[config.mk]
export PLATFORM = sky130hd
export DESIGN_NAME = pc_stack_unit_flat
export DESIGN_NICKNAME = d
export VERILOG_FILES = /design/src/rtl/pc_stack_unit_pkg.sv /design/src/rtl/pc_stack_unit_if.sv /design/src/rtl/pc_stack_unit_return_stack.sv /design/src/rtl/pc_stack_unit.sv /design/src/flat_wrapper.sv
export SDC_FILE = /design/constraint.sdc
export NUM_CORES = 1
export LEC_CHECK = 0
export ABC_AREA = 1
export CAP_MARGIN = 20
export CORE_ASPECT_RATIO = 1.75
export CORE_MARGIN = 2
export CORE_UTILIZATION = 40
export DETAILED_ROUTE_END_ITERATION = 7
export PLACE_DENSITY_LB_ADDON = 0.1
export SLEW_MARGIN = 20
export SYNTH_ARGS = -nofsm -noshare
export SYNTH_HDL_FRONTEND = slang
export SYNTH_SLANG_ARGS = --single-unit
[constraint.sdc]
create_clock -name clk -period 3 [get_ports clk]
set_input_delay 0.45 -clock clk [delete_from_list [all_inputs] [get_ports clk]]
set_output_delay 0.45 -clock clk [all_outputs]
set_load 0.03 [all_outputs]
[src/rtl/pc_stack_unit_pkg.sv]
// pc_stack_unit_pkg: widths, next-PC select codes and instruction field positions
package pc_stack_unit_pkg;
  localparam int ADDR_W = 12;
  localparam int INST_W = 19;
  localparam int STACK_DEPTH = 8;
  localparam int PTR_W = 3;
  localparam logic [1:0] NPC_INC = 2'b00;
  localparam logic [1:0] NPC_REL = 2'b01;
  localparam logic [1:0] NPC_ABS = 2'b10;
  localparam logic [1:0] NPC_HOLD = 2'b11;
  localparam int ADDR_MSB = 11;
  localparam int ADDR_LSB = 0;
  localparam int OFF_MSB = 7;
  localparam int OFF_LSB = 0;
  function automatic logic [ADDR_W-1:0] sextOff(input logic [OFF_MSB-OFF_LSB:0] off);
    return {{(ADDR_W-OFF_MSB+OFF_LSB-1){off[OFF_MSB-OFF_LSB]}}, off};
  endfunction
endpackage

[src/rtl/pc_stack_unit_if.sv]
// pc_stack_unit_if: controller-to-PC-stage control bus and status outputs
interface pc_stack_unit_if;
  import pc_stack_unit_pkg::*;
  logic [INST_W-1:0] allBits;
  logic enablePC;
  logic [1:0] selectAdress;
  logic push;
  logic RET;
  logic [ADDR_W-1:0] inst_addr;
  logic [PTR_W:0] sp;
  logic stack_empty;
  logic stack_full;
  logic stack_overflow;
  logic stack_underflow;
  logic stack_conflict;
  modport master (
    output allBits, enablePC, selectAdress, push, RET,
    input inst_addr, sp, stack_empty, stack_full, stack_overflow, stack_underflow, stack_conflict
  );
  modport slave (
    input allBits, enablePC, selectAdress, push, RET,
    output inst_addr, sp, stack_empty, stack_full, stack_overflow, stack_underflow, stack_conflict
  );
endinterface

[src/rtl/pc_stack_unit_return_stack.sv]
// return_stack: LIFO of return addresses; pointer resets, storage does not
module return_stack
  import pc_stack_unit_pkg::*;
(
  input  logic clk,
  input  logic rst,
  input  logic push,
  input  logic pop,
  input  logic [ADDR_W-1:0] din,
  output logic [ADDR_W-1:0] top,
  output logic [PTR_W:0] sp,
  output logic full,
  output logic empty
);
  logic [ADDR_W-1:0] mem [STACK_DEPTH];
  logic [PTR_W:0] spPrev;
  assign spPrev = sp - 1'b1;
  assign top = mem[spPrev[PTR_W-1:0]];
  assign full = sp == (PTR_W+1)'(STACK_DEPTH);
  assign empty = sp == '0;
  // occupancy moves up on an accepted push, down on an accepted pop
  always_ff @(posedge clk or posedge rst)
    if (rst) sp <= '0;
    else sp <= push && !full ? sp + 1'b1 : pop && !empty ? spPrev : sp;
  // write the saved address into the next free slot
  always_ff @(posedge clk)
    if (push && !full) mem[sp[PTR_W-1:0]] <= din;
endmodule

[src/rtl/pc_stack_unit.sv]
// pc_stack_unit: PC register, next-PC priority mux, call/return stack and sticky error flags
module pc_stack_unit
  import pc_stack_unit_pkg::*;
(
  input  logic clk,
  input  logic rst,
  pc_stack_unit_if.slave bus
);
  logic [ADDR_W-1:0] pc, pcInc, pcRel, target, selPc, nextPc, top;
  logic [PTR_W:0] sp;
  logic full, empty, en, both, onlyRet, onlyPush;
  logic overflow, underflow, conflict;
  assign en = bus.enablePC;
  assign both = en && bus.push && bus.RET;
  assign onlyRet = en && bus.RET && !bus.push;
  assign onlyPush = en && bus.push && !bus.RET;
  return_stack stack (
    .clk(clk), .rst(rst), .push(onlyPush), .pop(onlyRet), .din(pcInc),
    .top(top), .sp(sp), .full(full), .empty(empty)
  );
  // next PC: conflict beats return beats call beats the select field
  always_comb begin
    pcInc = pc + 1'b1;
    target = bus.allBits[ADDR_MSB:ADDR_LSB];
    pcRel = pcInc + sextOff(bus.allBits[OFF_MSB:OFF_LSB]);
    selPc = bus.selectAdress == NPC_INC ? pcInc :
            bus.selectAdress == NPC_REL ? pcRel :
            bus.selectAdress == NPC_ABS ? target : pc;
    nextPc = !en ? pc : both ? pcInc : onlyRet ? (empty ? pcInc : top) : onlyPush ? target : selPc;
  end
  // PC register
  always_ff @(posedge clk or posedge rst)
    if (rst) pc <= '0;
    else pc <= nextPc;
  // sticky error flags, cleared only by reset
  always_ff @(posedge clk or posedge rst)
    if (rst) {overflow, underflow, conflict} <= '0;
    else begin
      overflow <= overflow | (onlyPush && full);
      underflow <= underflow | (onlyRet && empty);
      conflict <= conflict | both;
    end
  assign bus.inst_addr = pc;
  assign bus.sp = sp;
  assign bus.stack_empty = empty;
  assign bus.stack_full = full;
  assign bus.stack_overflow = overflow;
  assign bus.stack_underflow = underflow;
  assign bus.stack_conflict = conflict;
endmodule

[src/flat_wrapper.sv]
// flat-port wrapper written by rule: the top's interface ports become plain ports
module pc_stack_unit_flat import pc_stack_unit_pkg::*;
  (clk, rst, bus_allBits, bus_enablePC, bus_selectAdress, bus_push, bus_RET, bus_inst_addr, bus_sp, bus_stack_empty, bus_stack_full, bus_stack_overflow, bus_stack_underflow, bus_stack_conflict);
  pc_stack_unit_if bus_i ();
  input  logic clk;
  input  logic rst;
  input wire logic [$bits(bus_i.allBits)-1:0] bus_allBits;
  input wire logic [$bits(bus_i.enablePC)-1:0] bus_enablePC;
  input wire logic [$bits(bus_i.selectAdress)-1:0] bus_selectAdress;
  input wire logic [$bits(bus_i.push)-1:0] bus_push;
  input wire logic [$bits(bus_i.RET)-1:0] bus_RET;
  output wire logic [$bits(bus_i.inst_addr)-1:0] bus_inst_addr;
  output wire logic [$bits(bus_i.sp)-1:0] bus_sp;
  output wire logic [$bits(bus_i.stack_empty)-1:0] bus_stack_empty;
  output wire logic [$bits(bus_i.stack_full)-1:0] bus_stack_full;
  output wire logic [$bits(bus_i.stack_overflow)-1:0] bus_stack_overflow;
  output wire logic [$bits(bus_i.stack_underflow)-1:0] bus_stack_underflow;
  output wire logic [$bits(bus_i.stack_conflict)-1:0] bus_stack_conflict;
  assign bus_i.allBits = bus_allBits;
  assign bus_i.enablePC = bus_enablePC;
  assign bus_i.selectAdress = bus_selectAdress;
  assign bus_i.push = bus_push;
  assign bus_i.RET = bus_RET;
  assign bus_inst_addr = bus_i.inst_addr;
  assign bus_sp = bus_i.sp;
  assign bus_stack_empty = bus_i.stack_empty;
  assign bus_stack_full = bus_i.stack_full;
  assign bus_stack_overflow = bus_i.stack_overflow;
  assign bus_stack_underflow = bus_i.stack_underflow;
  assign bus_stack_conflict = bus_i.stack_conflict;
  pc_stack_unit u_core (.clk(clk), .rst(rst), .bus(bus_i));
endmodule
==> flow_metrics.tcl, run 1 <==
set metrics [dict create \
    grtUsageTotal_pct 21.4 \
    slew_headroom_pct 42.0 \
    worstRegToRegCells 16 \
    start_util_pct 41.1 \
    r2r_slack_ns 0.29 \
    layout.nets 791 \
    dieArea_sq_mm 0.0164 \
    ant_nets 0 \
    ir_drop_mv 0.485 \
    cts-resized-gates 0 \
    grt_pass1_vias 5088 \
    num_antenna_cells 0 \
    drc 0 \
    synth_area_sq_mm 0.00613 \
    grt.overflow.total 0 \
    hold_class "reg2reg" \
    reg2reg_to "u_core.bus.inst_addr[8]" \
    critPathLaunch "u_core.stack.sp[1]" \
    critPathRequiredTime_ns 2.55 \
    tritoncts "yes" \
    synth_area_leaders "edfxtp_1, nand2_1, dfrtp_1" \
    maxCapViolations 0 \
    vias_per_cell 5.25 \
    synth_compound_area_share_pct 14.9 \
    fillers 1409 \
    holdPathStages 1 \
    final_cells 941 \
    synth_seq_cells 115 \
    r2r-start "u_core.bus.inst_addr[3]" \
    post-route-period-util_pct 92.7 \
    drtPass1Iterations 7 \
    worstMarginPinSlew_ns 0.869 \
    io_buffers 39 \
    synth.avg_cell_area_sq_um 9.08 \
    synthMuxAreaShare_pct 0 \
    path_cells "inv_1, ha_1, nand2_1, nor2_1, clkdlybuf4s50_1" \
    cts-htree-levels 4 \
    hold_buffers 0 \
    antenna_found_initial 0 \
    die_h_microns 168 \
    die_x_microns 97.6 \
    slowest_stage "clkdlybuf4s50_1" \
    clock-sinks 115 \
    clk_latency_ns 0.41 \
    min_period_ns 2.78 \
    status "finished, final reports clean" \
    critPathCapture "bus_stack_full" \
    syn_nets 721 \
    place.gp.congestion 0.877 \
    dp.cells 909 \
    worstSetupPathDepth 5 \
    clock_path_buffers 2 \
    synth-simple-area-share_pct 18.1 \
    drt-total-wl_microns 17000 \
    skew_ns 0.00942 \
    syn_to_final_growth_pct 24.6 \
    tns_ns 0 \
    synthAdderAreaFrac_pct 4.20 \
    crit_family "buffers and inverters" \
    yosysWarnings 0 \
    hp-start "u_core.bus.stack_overflow" \
    cp_num_buf_inv 2 \
    power_per_cell_area_mw_per_mm2 967 \
    synth_cells 675 \
    synthXorXnorAreaFrac_pct 1.69 \
    synth_edf_count 96 \
    num_io_pins 47 \
    cts_buffers 17 \
    critPathCaptureType "primary output" \
    setup.worst_path.class "reg2out" \
    core_sq_mm 0.0149 \
    num_rows 59 \
    synth_top_family_by_area "simple AND/OR/NAND/NOR gates" \
    cpPeakStageDelay_ns 0.72 \
    yosysUniqueCellTypes 42 \
    yosysTopAreaCellShare_pct 47.0 \
    synth_ff_type "edfxtp_1" \
    p_leak_uw 0.00315 \
    cp_max_fo 6 \
    clk_pin_slew_worst_paths_ns 0.05 \
    crit_arrival_ns 2.33 \
    hold_ws_ns 0.455 \
    synth_area_leader_cell "edfxtp_1" \
    grt_max_degree 53 \
    worst_setup_path_start_kind "flip-flop" \
    num_vias 4941 \
    drtIter0Drc 265 \
    grt_pass1_wl_microns 26800 \
    final_hold_viol_count 0 \
    rsz0062_at_grt "false" \
    wl_per_cell_microns 18.0 \
    slew_viol_final 0 \
    yosysSeqAreaShare_pct 54.8 \
    clock.fmax_mhz 360 \
    cts_setup_buffers 0 \
    cts.root.buffer_cell "clkbuf_16" \
    async_reset_ff_share_pct 16.5 \
    setup_viol 0 \
    dpl.hpwl_microns 12300 \
    drive_gt1_share_pct 14.9 \
]
-- state kept, by name (all words and copies together), names as in the netlist --
register	count
u_core.bus.stack_underflow	1
u_core.bus.stack_overflow	1
u_core.stack.mem	96
u_core.stack.sp	4
u_core.bus.inst_addr	12
u_core.bus.stack_conflict	1
-- layout by cell type (no fill, tap or decap), drive strengths merged, types with 5 or more instances in the layout --
master / Yosys / final
clkdlybuf4s50: 0 / 38
edfxtp: 96 / 96
buf: 10 / 35
clkinvlp: 0 / 5
o21ai: 73 / 73
nand3: 23 / 23
a21oi: 44 / 44
ha: 19 / 19
clkinv: 2 / 5
clkbuf: 12 / 18
dfrtp: 19 / 19
inv: 76 / 77
nor2: 84 / 84
nand2: 149 / 149
bufinv: 0 / 5
o22ai: 20 / 20
xor2: 10 / 10
-- routing by layer --
metal | vias to the layer above | GRT usage, % | share of wire, %
met5 | - | 0 | 0
met2 | 134 | 40.7 | 56
met1 | 2330 | 22.4 | 37
met4 | 0 | 10.2 | 3.0
li1 | 2444 | - | -
met3 | 33 | 3.78 | 3.8
-- logic make-up (layout without fill, tap and decap cells) --
family / count (synthesis) / in the layout
AND/OR/NAND/NOR: 268 / 268
AO/OA/AOI/OAI: 161 / 161
flip-flops: 115 / 115
buffers and inverters: 100 / 183
adder cells (fa/ha/maj): 20 / 20
XOR/XNOR: 11 / 11
-- final cells by class --
cell class                      count  area [sq um]  share of cell area [%]
Tap cell                          183           229                    3.00
Inverter                           78           294                    3.85
Timing Repair Buffer               73           656                    8.58
Sequential cell                   115          3360                    44.0
Clock buffer                       18           429                    5.62
Multi-Input combinational cell    460          2460                    32.2
Clock inverter                     14           210                    2.75
-- cells in the mapped netlist, types with 4 or more instances --
library cell	n
a211oi_1	4
a21oi_1	44
buf_2	6
clkbuf_1	12
dfrtp_1	19
edfxtp_1	96
ha_1	19
inv_1	62
inv_2	14
nand2_1	145
nand2_2	4
nand3_1	23
nor2_1	76
nor2_2	7
o21ai_0	67
o21ai_1	6
o221ai_1	4
o22ai_1	20
xor2_1	9
-- worst min-delay path by stage --
stage | to | slack (ns)
final | u_core.bus.stack_overflow | 0.45
after global routing | u_core.bus.stack_overflow | 0.49
after CTS | u_core.bus.stack_overflow | 0.46
after detailed placement | u_core.bus.stack_overflow | 0.45
after global placement | u_core.bus.stack_overflow | 0.44
after floorplan | u_core.bus.inst_addr[0] | 0.40
-- worst register-to-register path, cell delays in order, from the launching register on --
cell	delay, ns
dfrtp_1	0.42
nand2_1	0.12
nor2_2	0.24
nand2_1	0.16
xor2_1	0.16
inv_1	0.09
ha_1	0.32
a21oi_1	0.30
nand3_1	0.24
xor2_1	0.18
nand2_1	0.07
nand2_1	0.06
nand2_1	0.04
nand2_1	0.05
nand2_1	0.05
nand2_1	0.05
nand2_1	0.04
-- metrics by stage --
stage	setup WS, ns	util, %	power [uW]	instance area, sq um
4_1_cts	0.137	50.8	7370	7580
3_5_place_dp	0.154	46.5	5200	6940
2_1_floorplan	0.0582	-	4130	6140
6_report	0.220	51.2	7390	7640
3_3_place_gp	0.194	46.5	5150	6940
5_1_grt	0.00855	51.2	7860	7640
-- where the power goes --
| part | internal (uW) | switching [uW] | total, uW |
|---|---|---|---|
| Sequential | 2020 | 121 | 2140 |
| Clock | 1470 | 712 | 2180 |
| Combinational | 1060 | 2010 | 3070 |
| Total | 4540 | 2840 | 7390 |
No activity file was read; power rests on OpenSTA's default activity.
==> inputs of run 2 (changes only) <==
- CORE_MARGIN: 2 -> 1.5
- SYNTH_HIERARCHICAL: default -> 1
==> flow_metrics.tcl, run 2 <==
set metrics [dict create \
    synth.avg_cell_area_sq_um 8.55 \
    drtIter0Drc 249 \
    drtPass1Iterations 6 \
    cp_max_fo 7 \
    wl_per_cell_microns 18.4 \
    fillers 1457 \
    power_per_cell_area_mw_per_mm2 1010 \
    crit_arrival_ns 3.12 \
    hold_class "in2async" \
    num_io_pins 47 \
    yosysUniqueCellTypes 39 \
    synth_compound_area_share_pct 12.4 \
    grt_pass1_wl_microns 29100 \
    synth_common_cells "nand2_1, nor2_1, edfxtp_1" \
    clock-sinks 115 \
    post-route-util_pct 50.0 \
    syn_nets 789 \
    yosysWarnings 6 \
    r2r_slack_ns 0.16 \
    setup_viol 0 \
    dpl.hpwl_microns 13500 \
    maxCapViolations 0 \
    cts.root.buffer_cell "clkbuf_16" \
    num_antenna_cells 0 \
    synthXorXnorAreaFrac_pct 1.62 \
    yosysSeqAreaShare_pct 52.9 \
    r2r-start "u_core/bus.inst_addr[0]" \
    largest_register_ffs 96 \
    layout.nets 860 \
    async_reset_ff_share_pct 16.5 \
    skew_ns 0.00945 \
    die_x_microns 98.3 \
    slew_headroom_pct 50.5 \
    grt_max_degree 54 \
    yosysTopAreaCellShare_pct 45.4 \
    post-route-period-util_pct 94.5 \
    synth_cells 743 \
    clk_latency_ns 0.41 \
    ant_nets 0 \
    synth_area_sq_mm 0.00635 \
    tritoncts "yes" \
    met2_usage_pct 43.1 \
    synth_area_leader_cell "edfxtp_1" \
    drc 0 \
    num_vias 5411 \
    cts_buffers 17 \
    synth_top_family_by_area "simple AND/OR/NAND/NOR gates" \
    use_met3_pct 3.83 \
    antenna_found_initial 0 \
    synthMuxAreaShare_pct 0 \
    layout_common_cells "nand2_1, nor2_1, edfxtp_1" \
    worstRegToRegCells 16 \
    grt.overflow.total 0 \
    synth_area_leaders "edfxtp_1, nand2_1, dfrtp_1" \
    grtUsageTotal_pct 23.3 \
    final_common_cell "nand2_1" \
    final_hold_viol_count 0 \
    drive_gt1_share_pct 11.7 \
    p_leak_uw 0.00327 \
    start_util_pct 41.1 \
    syn_to_final_growth_pct 21.8 \
    synth.most_common_cell "nand2_1" \
    clk_pin_slew_worst_paths_ns 0.06 \
    dpl_cell_area_sq_mm 0.00714 \
    status "finished, final reports clean" \
    hold_ws_ns 0.255 \
    worst_setup_path_start_kind "flip-flop" \
    top_usage_layer "met2" \
    post-route-cell-area_sq_mm 0.00773 \
    setup.worst_path.class "reg2reg" \
    rsz0062_at_grt "true" \
    cts-htree-levels 4 \
    critPathRequiredTime_ns 3.28 \
    clock_path_buffers 2 \
    dieArea_sq_mm 0.0167 \
    worstMarginPinSlew_ns 0.741 \
    synthAdderAreaFrac_pct 4.06 \
    io_buffers 39 \
    die_h_microns 170 \
    grt_pass1_vias 5378 \
    reg2reg_to "u_core/bus.inst_addr[3]" \
    core_sq_mm 0.0155 \
    synth_edf_count 96 \
    synth_seq_cells 115 \
    place.gp.congestion 0.907 \
    dp.cells 980 \
    final_cells 1013 \
    met1_usage_pct 24.8 \
    slew_viol_final 0 \
    critPathCaptureType "flip-flop" \
    drt-total-wl_microns 18700 \
    vias_per_cell 5.34 \
    clock.fmax_mhz 353 \
    synth-simple-area-share_pct 22.3 \
    min_period_ns 2.84 \
    synth_ff_type "edfxtp_1" \
    num_rows 60 \
    ir_drop_mv 0.514 \
]
[run 2: cell types whose count changed in the layout (fill, tap and decap cells not counted), moves of 11 or more]
cell     previous run  this run
o21ai_0            66        85
a21oi_1            43        22
nor2_1             73       106
o22ai_1            20         5
inv_2              14         3
nand2_1           143       194
[run 2: per-layer routing]
layer	vias up	wire length, microns
li1	2628	-
met1	2572	6750
met2	162	10200
met3	49	713
met4	0	968
met5	-	0
[run 2: worst max-delay path, stage by stage (launching register included)]
cell	delay (ns)
dfrtp_2	0.43
ha_1	0.23
or2_2	0.27
nand2_1	0.16
inv_1	0.09
ha_1	0.42
nand2_1	0.10
nand3_1	0.16
inv_1	0.09
nand2_1	0.07
nand3_1	0.06
o22ai_1	0.13
nand2_1	0.06
o21ai_0	0.15
nand2_1	0.09
nand2_1	0.09
o21ai_0	0.10
[run 2: worst max path at each step]
stage / cells after the start / from / slack (ns) / end
floorplan: 17 / u_core/bus.inst_addr[0] / 0.22 / u_core/bus.inst_addr[9]
global placement: 20 / u_core/bus.inst_addr[1] / 0.21 / u_core/bus.inst_addr[9]
detailed placement: 18 / u_core/bus.inst_addr[1] / 0.16 / u_core/bus.inst_addr[7]
CTS: 18 / u_core/bus.inst_addr[0] / 0.15 / u_core/bus.inst_addr[7]
global route: 18 / u_core/bus.inst_addr[1] / -0.0006 / u_core/bus.inst_addr[7]
finish: 16 / u_core/bus.inst_addr[0] / 0.16 / u_core/bus.inst_addr[3]
[run 2: final cells by class]
type,instances,area [sq um],area share [%]
Clock buffer,17,425,5.50
Inverter,71,267,3.45
Timing Repair Buffer,80,708,9.16
Sequential cell,115,3360,43.4
Multi-Input combinational cell,529,2590,33.5
Tap cell,186,233,3.01
Clock inverter,15,149,1.92
[run 2: logic make-up after synthesis]
| family | after synthesis |
|---|---|
| AND/OR/NAND/NOR | 352 |
| AO/OA/AOI/OAI | 147 |
| flip-flops | 115 |
| buffers and inverters | 99 |
| adder cells (fa/ha/maj) | 20 |
| XOR/XNOR | 10 |
[run 2: power by group]
group	total (uW)	leakage [uW]	internal, uW	switching, uW
Combinational	3760	0.00191	1250	2510
Clock	1950	0.000271	1160	787
Sequential	2130	0.00109	2010	124
[run 2: stage by stage]
stage | total power (uW) | setup slack [ns] | TNS [ns]
after floorplan | 4650 | 0.221 | 0
after global placement | 5840 | 0.208 | 0
after detailed placement | 5900 | 0.157 | 0
after CTS | 7870 | 0.150 | 0
after global routing | 8410 | -0.000600 | -0.000600
final | 7840 | 0.164 | 0
[run 2: timing repair]
| item | in CTS | in global routing |
|---|---|---|
| endpoints found under the setup margin | 0 | 4 |
| buffers inserted | 0 | 1 |
| resized for setup | 0 | 3 |
| hold buffers | 0 | 0 |
